$ cat src/rtl/vga_frame_probe.sv
// vga_frame_probe: receive-side observer for a VGA hsync/vsync/rgb stream.
// Rebuilds pixel x/y from sync edges and, once per frame, publishes the bounding
// box of pixels whose colour equals TARGET, the line count and a timing-error flag.
//
// Optional feature macro: VGA_PROBE_CRC_EN adds frame_crc, a CRC-16-CCITT over the
// rgb bits of every visible pixel of the frame.
//
// Ports:
//   clk          system clock, same domain as the image generator
//   reset        synchronous, active-low reset
//   hsync/vsync  sync inputs (pulse level given by SYNC_POL)
//   rgb          3-bit pixel colour
//   box_x0/y0    min x/y of TARGET pixels in the last published frame
//   box_x1/y1    max x/y of TARGET pixels in the last published frame
//   found        at least one TARGET pixel in the last published frame
//   line_count   hsync pulse ends counted over the last frame period
//   frame_err    last frame had a line-count or line-length violation
//   frame_crc    (VGA_PROBE_CRC_EN only) CRC of the last frame's visible pixels
//   frame_valid  1-cycle strobe, outputs above updated in the same cycle
module vga_frame_probe #(
    parameter int unsigned PIX_DIV  = 2,
    parameter int unsigned H_VIS    = 640,
    parameter int unsigned H_BP     = 48,
    parameter int unsigned H_TOTAL  = 800,
    parameter int unsigned V_VIS    = 480,
    parameter int unsigned V_BP     = 33,
    parameter int unsigned V_TOTAL  = 525,
    parameter logic        SYNC_POL = 1'b0,
    parameter logic [2:0]  TARGET   = 3'b111
) (
    input  logic        clk,
    input  logic        reset,
    input  logic        hsync,
    input  logic        vsync,
    input  logic [2:0]  rgb,
    output logic [9:0]  box_x0,
    output logic [9:0]  box_y0,
    output logic [9:0]  box_x1,
    output logic [9:0]  box_y1,
    output logic        found,
    output logic [9:0]  line_count,
    output logic        frame_err,
`ifdef VGA_PROBE_CRC_EN
    output logic [15:0] frame_crc,
`endif
    output logic        frame_valid
);

    localparam int unsigned PdW = (PIX_DIV > 1) ? $clog2(PIX_DIV) : 1;
    localparam logic [PdW-1:0] PdLast = PdW'(PIX_DIV - 1);
    localparam logic [9:0] HVisLo = 10'(H_BP);
    localparam logic [9:0] HVisHi = 10'(H_BP + H_VIS);
    localparam logic [9:0] VVisLo = 10'(V_BP);
    localparam logic [9:0] VVisHi = 10'(V_BP + V_VIS);
    localparam logic [9:0] HTotal = 10'(H_TOTAL);
    localparam logic [9:0] VTotal = 10'(V_TOTAL);

    typedef enum logic [1:0] {StSeek, StAcq, StVsync} state_e;

    function automatic logic [9:0] sat_inc(input logic [9:0] v);
        return (v == 10'h3FF) ? v : v + 10'd1;
    endfunction

`ifdef VGA_PROBE_CRC_EN
    // Shift three data bits, MSB first, through CRC-16-CCITT (poly 0x1021).
    function automatic logic [15:0] crc_step(input logic [15:0] c, input logic [2:0] d);
        logic [15:0] r;
        r = c;
        for (int i = 2; i >= 0; i--) begin
            if (r[15] ^ d[i]) begin
                r = {r[14:0], 1'b0} ^ 16'h1021;
            end else begin
                r = {r[14:0], 1'b0};
            end
        end
        return r;
    endfunction
`endif

    // Input capture and edge-detect history
    logic       hs_q, hs_qq, vs_q, vs_qq;
    logic [2:0] rgb_q;

    // Front-end counters
    logic [PdW-1:0] pdiv_q, pdiv_d;
    logic [9:0]     hcnt_q, hcnt_d;
    logic [9:0]     vcnt_q, vcnt_d;
    logic [9:0]     lcnt_q, lcnt_d;
    logic           line_seen_q, line_seen_d;

    // Per-frame accumulators
    state_e     state_q, state_d;
    logic [9:0] min_x_q, min_x_d, min_y_q, min_y_d;
    logic [9:0] max_x_q, max_x_d, max_y_q, max_y_d;
    logic       hit_q, hit_d;
    logic       err_q, err_d;

    // Published outputs
    logic [9:0] box_x0_q, box_x0_d, box_y0_q, box_y0_d;
    logic [9:0] box_x1_q, box_x1_d, box_y1_q, box_y1_d;
    logic       found_q, found_d;
    logic [9:0] line_count_q, line_count_d;
    logic       frame_err_q, frame_err_d;
    logic       frame_valid_q, frame_valid_d;

`ifdef VGA_PROBE_CRC_EN
    logic [15:0] crc_q, crc_d;
    logic [15:0] frame_crc_q, frame_crc_d;
`endif

    logic       hs_act, hs_act_prev, vs_act, vs_act_prev;
    logic       hs_end, vs_start, vs_end;
    logic       sample, visible;
    logic [9:0] x, y;
    logic [9:0] lcnt_fin;

    assign hs_act      = (hs_q == SYNC_POL);
    assign hs_act_prev = (hs_qq == SYNC_POL);
    assign vs_act      = (vs_q == SYNC_POL);
    assign vs_act_prev = (vs_qq == SYNC_POL);
    assign hs_end      = hs_act_prev && !hs_act;
    assign vs_start    = !vs_act_prev && vs_act;
    assign vs_end      = vs_act_prev && !vs_act;

    // The hsync-end cycle is the first clock of pixel 0; its sample lands one clock later.
    assign sample  = (pdiv_q == '0) && !hs_end;
    assign x       = hcnt_q - HVisLo;
    assign y       = vcnt_q - VVisLo;
    assign visible = (hcnt_q >= HVisLo) && (hcnt_q < HVisHi) &&
                     (vcnt_q >= VVisLo) && (vcnt_q < VVisHi);

    // Line total spans vsync start to vsync start, so lines inside the vsync
    // pulse are included when compared against V_TOTAL.
    assign lcnt_fin = hs_end ? sat_inc(lcnt_q) : lcnt_q;

    always_comb begin
        pdiv_d        = pdiv_q;
        hcnt_d        = hcnt_q;
        vcnt_d        = vcnt_q;
        lcnt_d        = lcnt_q;
        line_seen_d   = line_seen_q;
        state_d       = state_q;
        min_x_d       = min_x_q;
        min_y_d       = min_y_q;
        max_x_d       = max_x_q;
        max_y_d       = max_y_q;
        hit_d         = hit_q;
        err_d         = err_q;
        box_x0_d      = box_x0_q;
        box_y0_d      = box_y0_q;
        box_x1_d      = box_x1_q;
        box_y1_d      = box_y1_q;
        found_d       = found_q;
        line_count_d  = line_count_q;
        frame_err_d   = frame_err_q;
        frame_valid_d = 1'b0;
`ifdef VGA_PROBE_CRC_EN
        crc_d         = crc_q;
        frame_crc_d   = frame_crc_q;
`endif

        if (hs_end || pdiv_q == PdLast) begin
            pdiv_d = '0;
        end else begin
            pdiv_d = pdiv_q + PdW'(1);
        end

        if (hs_end) begin
            hcnt_d      = '0;
            line_seen_d = 1'b1;
        end else if (sample) begin
            hcnt_d = sat_inc(hcnt_q);
        end

        if (vs_end) begin
            vcnt_d = hs_end ? 10'd1 : 10'd0;
        end else if (hs_end) begin
            vcnt_d = sat_inc(vcnt_q);
        end

        if (vs_start) begin
            lcnt_d = hs_end ? 10'd1 : 10'd0;
        end else if (hs_end) begin
            lcnt_d = sat_inc(lcnt_q);
        end

        case (state_q)
            StSeek, StVsync: begin
                if (vs_end) begin
                    state_d = StAcq;
                    min_x_d = 10'h3FF;
                    min_y_d = 10'h3FF;
                    max_x_d = '0;
                    max_y_d = '0;
                    hit_d   = 1'b0;
                    err_d   = 1'b0;
`ifdef VGA_PROBE_CRC_EN
                    crc_d   = 16'hFFFF;
`endif
                end
            end
            StAcq: begin
                if (sample && visible) begin
                    if (rgb_q == TARGET) begin
                        hit_d = 1'b1;
                        if (x < min_x_q) min_x_d = x;
                        if (x > max_x_q) max_x_d = x;
                        if (y < min_y_q) min_y_d = y;
                        if (y > max_y_q) max_y_d = y;
                    end
`ifdef VGA_PROBE_CRC_EN
                    crc_d = crc_step(crc_q, rgb_q);
`endif
                end
                // A full line is one hsync end to the next; hcnt then holds its length.
                if (hs_end && line_seen_q && hcnt_q != HTotal) begin
                    err_d = 1'b1;
                end
                if (vs_start) begin
                    state_d       = StVsync;
                    frame_valid_d = 1'b1;
                    found_d       = hit_q;
                    box_x0_d      = hit_q ? min_x_q : 10'd0;
                    box_y0_d      = hit_q ? min_y_q : 10'd0;
                    box_x1_d      = hit_q ? max_x_q : 10'd0;
                    box_y1_d      = hit_q ? max_y_q : 10'd0;
                    line_count_d  = lcnt_fin;
                    frame_err_d   = err_q || (lcnt_fin != VTotal);
`ifdef VGA_PROBE_CRC_EN
                    frame_crc_d   = crc_q;
`endif
                end
            end
            default: state_d = StSeek;
        endcase
    end

    always_ff @(posedge clk) begin
        if (!reset) begin
            // Sync history resets to the idle level so release never fakes an edge.
            hs_q          <= ~SYNC_POL;
            hs_qq         <= ~SYNC_POL;
            vs_q          <= ~SYNC_POL;
            vs_qq         <= ~SYNC_POL;
            rgb_q         <= '0;
            pdiv_q        <= '0;
            hcnt_q        <= '0;
            vcnt_q        <= '0;
            lcnt_q        <= '0;
            line_seen_q   <= 1'b0;
            state_q       <= StSeek;
            min_x_q       <= '0;
            min_y_q       <= '0;
            max_x_q       <= '0;
            max_y_q       <= '0;
            hit_q         <= 1'b0;
            err_q         <= 1'b0;
            box_x0_q      <= '0;
            box_y0_q      <= '0;
            box_x1_q      <= '0;
            box_y1_q      <= '0;
            found_q       <= 1'b0;
            line_count_q  <= '0;
            frame_err_q   <= 1'b0;
            frame_valid_q <= 1'b0;
`ifdef VGA_PROBE_CRC_EN
            crc_q         <= '0;
            frame_crc_q   <= '0;
`endif
        end else begin
            hs_q          <= hsync;
            hs_qq         <= hs_q;
            vs_q          <= vsync;
            vs_qq         <= vs_q;
            rgb_q         <= rgb;
            pdiv_q        <= pdiv_d;
            hcnt_q        <= hcnt_d;
            vcnt_q        <= vcnt_d;
            lcnt_q        <= lcnt_d;
            line_seen_q   <= line_seen_d;
            state_q       <= state_d;
            min_x_q       <= min_x_d;
            min_y_q       <= min_y_d;
            max_x_q       <= max_x_d;
            max_y_q       <= max_y_d;
            hit_q         <= hit_d;
            err_q         <= err_d;
            box_x0_q      <= box_x0_d;
            box_y0_q      <= box_y0_d;
            box_x1_q      <= box_x1_d;
            box_y1_q      <= box_y1_d;
            found_q       <= found_d;
            line_count_q  <= line_count_d;
            frame_err_q   <= frame_err_d;
            frame_valid_q <= frame_valid_d;
`ifdef VGA_PROBE_CRC_EN
            crc_q         <= crc_d;
            frame_crc_q   <= frame_crc_d;
`endif
        end
    end

    assign box_x0      = box_x0_q;
    assign box_y0      = box_y0_q;
    assign box_x1      = box_x1_q;
    assign box_y1      = box_y1_q;
    assign found       = found_q;
    assign line_count  = line_count_q;
    assign frame_err   = frame_err_q;
    assign frame_valid = frame_valid_q;
`ifdef VGA_PROBE_CRC_EN
    assign frame_crc   = frame_crc_q;
`endif

endmodule

$ cat config.mk
export PLATFORM = sky130hd
export DESIGN_NAME = vga_frame_probe
export DESIGN_NICKNAME = d
export VERILOG_FILES = /design/src/rtl/vga_frame_probe.sv
export SDC_FILE = /design/constraint.sdc
export NUM_CORES = 1
export LEC_CHECK = 0
export ABC_AREA = 0
export CORE_MARGIN = 4
export CORE_UTILIZATION = 52
export DETAILED_ROUTE_END_ITERATION = 8
export PLACE_DENSITY = 0.78
export SLEW_MARGIN = 40
export SYNTH_ARGS = -nofsm -noshare
export SYNTH_HDL_FRONTEND = slang
export SYNTH_SLANG_ARGS = --single-unit
$ cat constraint.sdc
create_clock -name clk -period 2.7 [get_ports clk]
set_clock_uncertainty 0.1 [all_clocks]
set_input_delay 0.675 -clock clk [delete_from_list [all_inputs] [get_ports clk]]
set_output_delay 0.675 -clock clk [all_outputs]
set_load 0.02 [all_outputs]
---- After elaboration in Yosys (flattened, before gate mapping) ----
Index checks and enable logic that the tools add are counted.
storage, ports and cells
  register bits after elaboration ......... 136
  bits in latches ......................... 0
  RAM bits ................................ 0
  bits in read-only memories .............. 0
  output and inout bits ................... 53
  logic and storage cells ................. 132
  memories kept ........................... 0
operators by class
  add/subtract/negate cells ............... 6
  multiply operators ...................... 0
  divide/modulo/power cells ............... 0
  magnitude comparators ................... 8
  equality and inequality tests ........... 18
  shift operators ......................... 0
  muxes and demuxes ....................... 39
  bitwise operators ....................... 6
  reductions and logical operators ........ 30
operators by type and width
  operator                 count
  $mux W10                 24
  $pmux W10 S2             4
  $add A10 B1 Y10 const B  3
  $eq A10 B10 Y1 const B   3
  $ge A10 B6 Y1 const B    2
  $gt A10 B10 Y1           2
  $lt A10 B10 Y1           2
  $lt A10 B10 Y1 const B   2
  $ne A10 B10 Y1 const B   2
  $ne A2 B2 Y1 const B     10
  $reduce_and A5 Y1        4
  $sub A10 B6 Y10 const B  2
  $logic_and A1 B1 Y1      10
  $reduce_and A2 Y1        5
  $mux W1                  6
  $not A1 Y1               6
  $reduce_or A2 Y1         3
  $mux W2                  2
  $pmux W1 S2              2
  $pmux W2 S2              1
  $reduce_and A4 Y1        1
  $reduce_bool A2 Y1       2
  $eq A3 B3 Y1 const B     1
  $reduce_and A3 Y1        1
  6 further kinds          7

---- Depth between registers and ports, before layout ----
Gate-level depths: netlist of the first run.
  depth after elaboration ................. 7
  depth in mapped cells ................... 14

---- Worst setup path after synthesis of the first run ----
OpenSTA, ideal clock, no wires.
  path kind ............................... reg2reg
  from .................................... register vcnt_q[0]
  to ...................................... register max_y_q[8]
  setup time .............................. 0.117 ns
  data arrival time ....................... 2.795 ns
  path slack .............................. -0.312 ns
  cell stages (with the launch flop) ...... 15
  path buffers ............................ 1
  period minus slack after synthesis ...... 3.012 ns
  cells stage by stage .................... dfxtp_1 inv_1 ha_1 nand2_1 or2_1 a211oi_1 xor2_1 ha_1 nand2_1 nor3_1 a221oi_1 a31oi_1 and3_1 clkbuf_2 a22o_1
between the ends
  cells in the longest elaborated chain, start to end .. 6
  elaborated cells on any way between the ends .. 14
  classes of those cells .................. add/sub (1); order compare (3); eq/ne (2); mux (4); reduce/logical (4)
ends and longest elaborated chain
  item                                                     RTL line  source
  start, declared                                          87        logic [9:0] vcnt_q, vcnt_d;
  start signal, assigned                                   278       vcnt_q <= vcnt_d;
  branches (longest 6 deep; another with $sub A10 B6 Y10)  -
  end signal, assigned                                     285       max_y_q <= max_y_d;
  end, declared                                            94        logic [9:0] max_x_q, max_x_d, max_y_q, max_y_d;
Parallel ways; which one is timed is not known. The select of a mux whose other input is x is not followed.
A chain may end at the register's enable or synchronous reset.

---- Final worst setup path of the first run ----
  from .................................... register vcnt_q[0]
  to ...................................... register max_y_q[0]
Same word-level chain as after synthesis.

==> impl_metrics.toml, run 1 <==
[run_status]
status = "complete, but fails checks"
violations = "setup timing"

[clock_tree]
worstSkewPairLatency_ps = 430
ctsHoldBuffers = 0
ctsHtreeMaxLevel = 4
cts_buffer_depth = 2
tritoncts = "built"
clock_sinks = 136
path_clk_slew_ps = 60
cts_made_buffers = 17
cts_root_buf = "clkbuf_16"

[floorplanning]
core_region_area_sq_um = 12600
rows = 41
die_h_um = 121
io_pins = 60
start_util = 0.528
die_area_sq_um = 14600
die_w_um = 121

[routing]
drtPass1Iterations = 5
routed_wl_um = 17900
via_count = 5954
dr.first_iter.drc_count = 441
final_antenna_net_count = 0
wire_per_inst_um = 17.3
drc_errors = 0
via_per_inst = 5.77

[worst_setup_path]
cp_max_fo = 3
slowest_stage = "dfxtp_4"
crit_path_max_incr_delay_ps = 360
worst_ep_arrival_time_ps = 3100
crit_type = "flip-flop to flip-flop"
required_ps = 2920
critPathCaptureType = "flip-flop"
worst_setup_path_start_kind = "flip-flop"
crit_chain = "inv_4 -> ha_4 -> nand2_2 -> or2_4 -> a211oi_4 -> xor2_2 -> ha_1 -> nand2_2 -> nor2_1 -> a221oi_2 -> a31oi_4 -> buf_6 -> nor4b_4 -> o21a_1"
crit_top_cell = "nand2_2"

[power]
p_per_area_nw_per_um2 = 523
switchingPower_uw = 1060
p_seq_frac = 0.445
p_comb_frac = 0.063
p_clk_frac = 0.492
swShare = 0.228
p_int_uw = 3600
ir_worst_vdd_v = 0.000338
power_uw = 4660
static-leakage-power_uw = 0.00333

[synthesis]
synthesis.nets = 799
ys_ff_latch = 136
synth.most_common_cell = "dfxtp_1"
synthCells = 746
synth_common_cells = "136 x dfxtp_1, 95 x nand2_1, 55 x nand3_1"
ys_types = 61
synth-edff-count = 0
syn_area_per_cell_sq_um = 8.89
synth.area.top_cells = "dfxtp_1 41%, ha_1 8.7%, nand2_1 5.4%, a21boi_0 5.2%, nand3_1 4.1%"
syn_area_sq_um = 6640
synthArstFlopShare = 0
ys_seq_area_frac = 0.410
synth_ff_type = "dfxtp_1"
synth_warnings = 0
synth_top_cell_by_area = "dfxtp_1"
synth_top_area_share = 0.410

[global_route]
grt_max_degree = 48
grt_remaining_overflow = 0
grt_pass1_wl_um = 27000
track_usage = 0.230
antenna_found_initial = 0
grt_pass1_vias = 5661

[timing]
hold_slack_ps = 346
maxSlewViolCount = 0
hold_violations = 0
slew_headroom = 0.512
layout_setup_ws_ps = -181
final.setup.tns_ps = -2970
min_period_over_period = 1.07
worstMarginPinSlew_ps = 727
period_minus_slack_ps = 2880
setup_viol_count_final = 30
fmax_mhz = 347
rsz0062_at_grt = "true"

[hold_path]
min_path_type = "flip-flop to flip-flop"

[placed_design]
hpwl_um = 11500
dp_slack_ps = -289
port_buffers = 59
gp_congestion = 0.928

[final_layout]
area_growth_pct = 34.2
antennaDiodeCount = 0
drive_gt1_frac = 0.198
layout.nets = 899

[job]
drv_cap = 0
==> power by group through the flow <==
stage                     logic (uW)  registers (uW)  clock network [uW]
after floorplan                  167            2100                   0
after global placement           231            2110                   0
final                            292            2070                2290
after global routing             315            2080                2400
after detailed placement         244            2110                   0
after CTS                        262            2070                2320
==> cell usage in the layout (no fill, tap or decap), types with 11 or more instances in the layout <==
cell | netlist | routed
xor2_1 | 17 | 14
o221a_1 | 20 | 20
ha_1 | 46 | 36
buf_4 | 0 | 57
nand3_1 | 55 | 54
nand2_1 | 95 | 88
o21ai_0 | 17 | 12
a21boi_0 | 46 | 46
clkdlybuf4s50_1 | 0 | 58
dfxtp_1 | 136 | 132
a21oi_1 | 20 | 17
nand4_1 | 11 | 11
xnor2_1 | 13 | 12
nor2_1 | 40 | 36
inv_1 | 48 | 46
a22o_1 | 19 | 19
clkbuf_16 | 0 | 18
==> state kept, by name, indices dropped and copies added, names as in the netlist, 2 cells and up <==
name and count:
max_y_q 10, max_x_q 10, box_x0 10, vcnt_q 10
box_y1 10, lcnt_q 10, box_y0 10, rgb_q 3
line_count 10, hcnt_q 10, box_x1 10, min_x_q 10
state_q 2, min_y_q 10
==> per-layer routing <==
layer | vias up | part of all wire | track usage
met2 | 260 | 0.47 | 0.377
met1 | 2796 | 0.42 | 0.293
li1 | 2836 | - | -
met3 | 62 | 0.068 | 0.0452
met4 | 0 | 0.037 | 0.108
met5 | - | 0 | 0
==> metrics by stage <==
stage | area (sq um) | cells | util
global route | 8900 | 1031 | 0.709
finish | 8900 | 1031 | 0.709
CTS | 8560 | 1025 | 0.681
detailed placement | 7750 | 984 | 0.617
global placement | 7750 | 984 | 0.617
floorplan | 6750 | 746 | -
==> critical path: cells and delay by family (launching register included) <==
| kind | cells | cell delay (ps) |
|---|---|---|
| AND/OR/NAND/NOR | 5 | 620 |
| flip-flops | 1 | 360 |
| AO/OA/AOI/OAI | 4 | 860 |
| buffers and inverters | 2 | 220 |
| XOR/XNOR | 1 | 210 |
| adder cells (fa/ha/maj) | 2 | 420 |
==> logic make-up after synthesis <==
family                     after synthesis  synth area share
AOI/OAI and AO/OA                      164             0.194
xor gates and xnor gates                30            0.0396
adders and majority gates               46            0.0867
buffers and inverters                   94            0.0590
DFF                                    136             0.410
muxes                                    4           0.00622
and+or+nand+nor                        272             0.204
==> repair_timing <==
item                                    CTS  global route
setup buffers                             8             7
endpoints found under the setup margin   40            40
gates cloned                              1             3
gates resized for setup                  25            54
pin swaps                                12            30
==> area by class of cell <==
type,count,area (sq um)
Clock buffer,20,468
Timing Repair Buffer,125,1150
Inverter,48,183
Multi-Input combinational cell,518,4030
Clock inverter,12,124
Tap cell,172,215
Sequential cell,136,2740
Fill cell,905,3660
==> final timing paths <==
check | endpoint | cells after the start | from | slack (ps)
worst min register to register | pdiv_q | 1 | pdiv_q | 350
worst min-delay path | pdiv_q | 1 | pdiv_q | 350
worst max-delay path | max_y_q[0] | 14 | vcnt_q[0] | -180
worst max register to register | max_y_q[0] | 14 | vcnt_q[0] | -180
Power figures use the tool's default switching activity.
==> inputs of run 2 (changes only) <==
ABC_CLOCK_PERIOD_IN_PS = 2700   (was default)
CAP_MARGIN = 40   (was default)
SKIP_LAST_GASP = 1   (was default)
==> impl_metrics.toml, run 2 (synthesis gave the netlist of run 1 again) <==
[worst_setup_path]
worstReg2RegStart = "vcnt_q[0]"
ff2ff_path_depth = 14
required_ps = 2920
cp_max_fo = 3
slowest_stage = "dfxtp_4"
crit_top_cell = "nand2_2"
critPathCaptureType = "flip-flop"
worst_setup_path_start_kind = "flip-flop"
worst_ep_arrival_time_ps = 3130
crit_chain = "inv_4 -> ha_4 -> nand2_2 -> or2_4 -> a211oi_4 -> xor2_2 -> ha_1 -> nand2_2 -> nor2_1 -> a221oi_2 -> a31oi_4 -> buf_6 -> nor4b_4 -> o21a_1"
crit_path_max_incr_delay_ps = 350
crit_type = "flip-flop to flip-flop"
reg2reg_to = "max_y_q[0]"
r2r_slack_ps = -210

[routing]
dr.first_iter.drc_count = 459
via_per_inst = 5.77
routed_wl_um = 17800
final_antenna_net_count = 0
drtPass1Iterations = 7
drc_errors = 0
via_count = 5947
wire_per_inst_um = 17.2

[clock_tree]
ctsHtreeMaxLevel = 4
path_clk_slew_ps = 60
worstSkewPairLatency_ps = 430
cts_root_buf = "clkbuf_16"
tritoncts = "built"
ctsHoldBuffers = 0
clock_sinks = 136
cts_made_buffers = 17
cts_buffer_depth = 2

[final_layout]
final_cell_mix = "132 x dfxtp_1, 89 x nand2_1, 58 x clkdlybuf4s50_1"
drive_gt1_frac = 0.197
antennaDiodeCount = 0
layout.nets = 899
layout_commonest_cell = "dfxtp_1"
area_growth_pct = 34.2
final_core_util = 0.708

[timing]
worstMarginPinSlew_ps = 668
maxSlewViolCount = 0
rsz0062_at_grt = "true"
period_minus_slack_ps = 2910
setup_viol_count_final = 40
layout_setup_ws_ps = -211
hold_violations = 0
fmax_mhz = 344
min_period_over_period = 1.08
slew_headroom = 0.551

[global_route]
grt_pass1_vias = 5663
grt_pass1_wl_um = 27000
antenna_found_initial = 0
grt_remaining_overflow = 0
grt_max_degree = 48
track_usage = 0.230

[placed_design]
dp_slack_ps = -289
hpwl_um = 11500
port_buffers = 59
gp_congestion = 0.928

[floorplanning]
die_w_um = 121
core_region_area_sq_um = 12600
die_area_sq_um = 14600
start_util = 0.528
die_h_um = 121
io_pins = 60
rows = 41

[job]
drv_cap = 0

[power]
power_uw = 4650
ir_worst_vdd_v = 0.000339
p_per_area_nw_per_um2 = 522
static-leakage-power_uw = 0.00333

[run_status]
status = "complete, but fails checks"
violations = "setup timing"

[hold_path]
min_path_type = "flip-flop to flip-flop"
min_path_cells = 1
hold_start = "pdiv_q"
worst_hold_path.endpoint = "pdiv_q"
[run 2: worst max-delay path, delay by kind of cell, from the launching register on]
family                     cells  cell delay (ps)
and+or+nand+nor                5              620
xor gates and xnor gates       1              210
adders and majority gates      2              420
AOI/OAI and AO/OA              4              870
DFF                            1              350
buffers and inverters          2              210
[run 2: through the flow]
| step | instances | instance area [sq um] | hold WS (ps) | setup TNS [ps] |
|---|---|---|---|---|
| floorplan | 746 | 6750 | 320 | -888 |
| global placement | 984 | 7750 | 339 | -3450 |
| detailed placement | 984 | 7750 | 342 | -6340 |
| CTS | 1025 | 8560 | 350 | -2460 |
| global route | 1031 | 8900 | 364 | -6610 |
| finish | 1031 | 8900 | 349 | -4220 |
[run 2: layout make-up]
cell class,instances,area [sq um]
Multi-Input combinational cell,518,4030
Fill cell,912,3670
Sequential cell,136,2740
Timing Repair Buffer,125,1150
Clock buffer,20,468
Tap cell,172,215
Inverter,48,183
Clock inverter,12,124
[run 2: how the worst max path moves through the flow]
stage	to	cells past startpoint	start	slack, ps
floorplan	max_y_q[9]	14	vcnt_q[0]	-100
global placement	max_y_q[5]	13	vcnt_q[1]	-160
detailed placement	max_y_q[7]	13	vcnt_q[1]	-290
CTS	max_y_q[0]	14	vcnt_q[1]	-110
global route	max_y_q[0]	14	vcnt_q[0]	-260
finish	max_y_q[0]	14	vcnt_q[0]	-210
[run 2: report_power, final]
part           total (uW)  switching (uW)  internal [uW]  leakage (uW)
Clock                2280             857           1430      0.000283
Sequential           2070            36.6           2040       0.00110
Combinational         291             160            132       0.00195
Total                4650            1050           3600       0.00333
[run 2: timing repair]
action,CTS,global route
cloned,1,3
hold endpoints to repair,0,0
pin swaps,10,29
endpoints found under the setup margin,40,40
gates resized for setup,25,53
buffers inserted,8,7
[run 2: routing by layer]
metal	track usage	share of wire
met2	0.377	0.48
met1	0.293	0.42
met4	0.108	0.035
met5	0	0
met3	0.0452	0.066
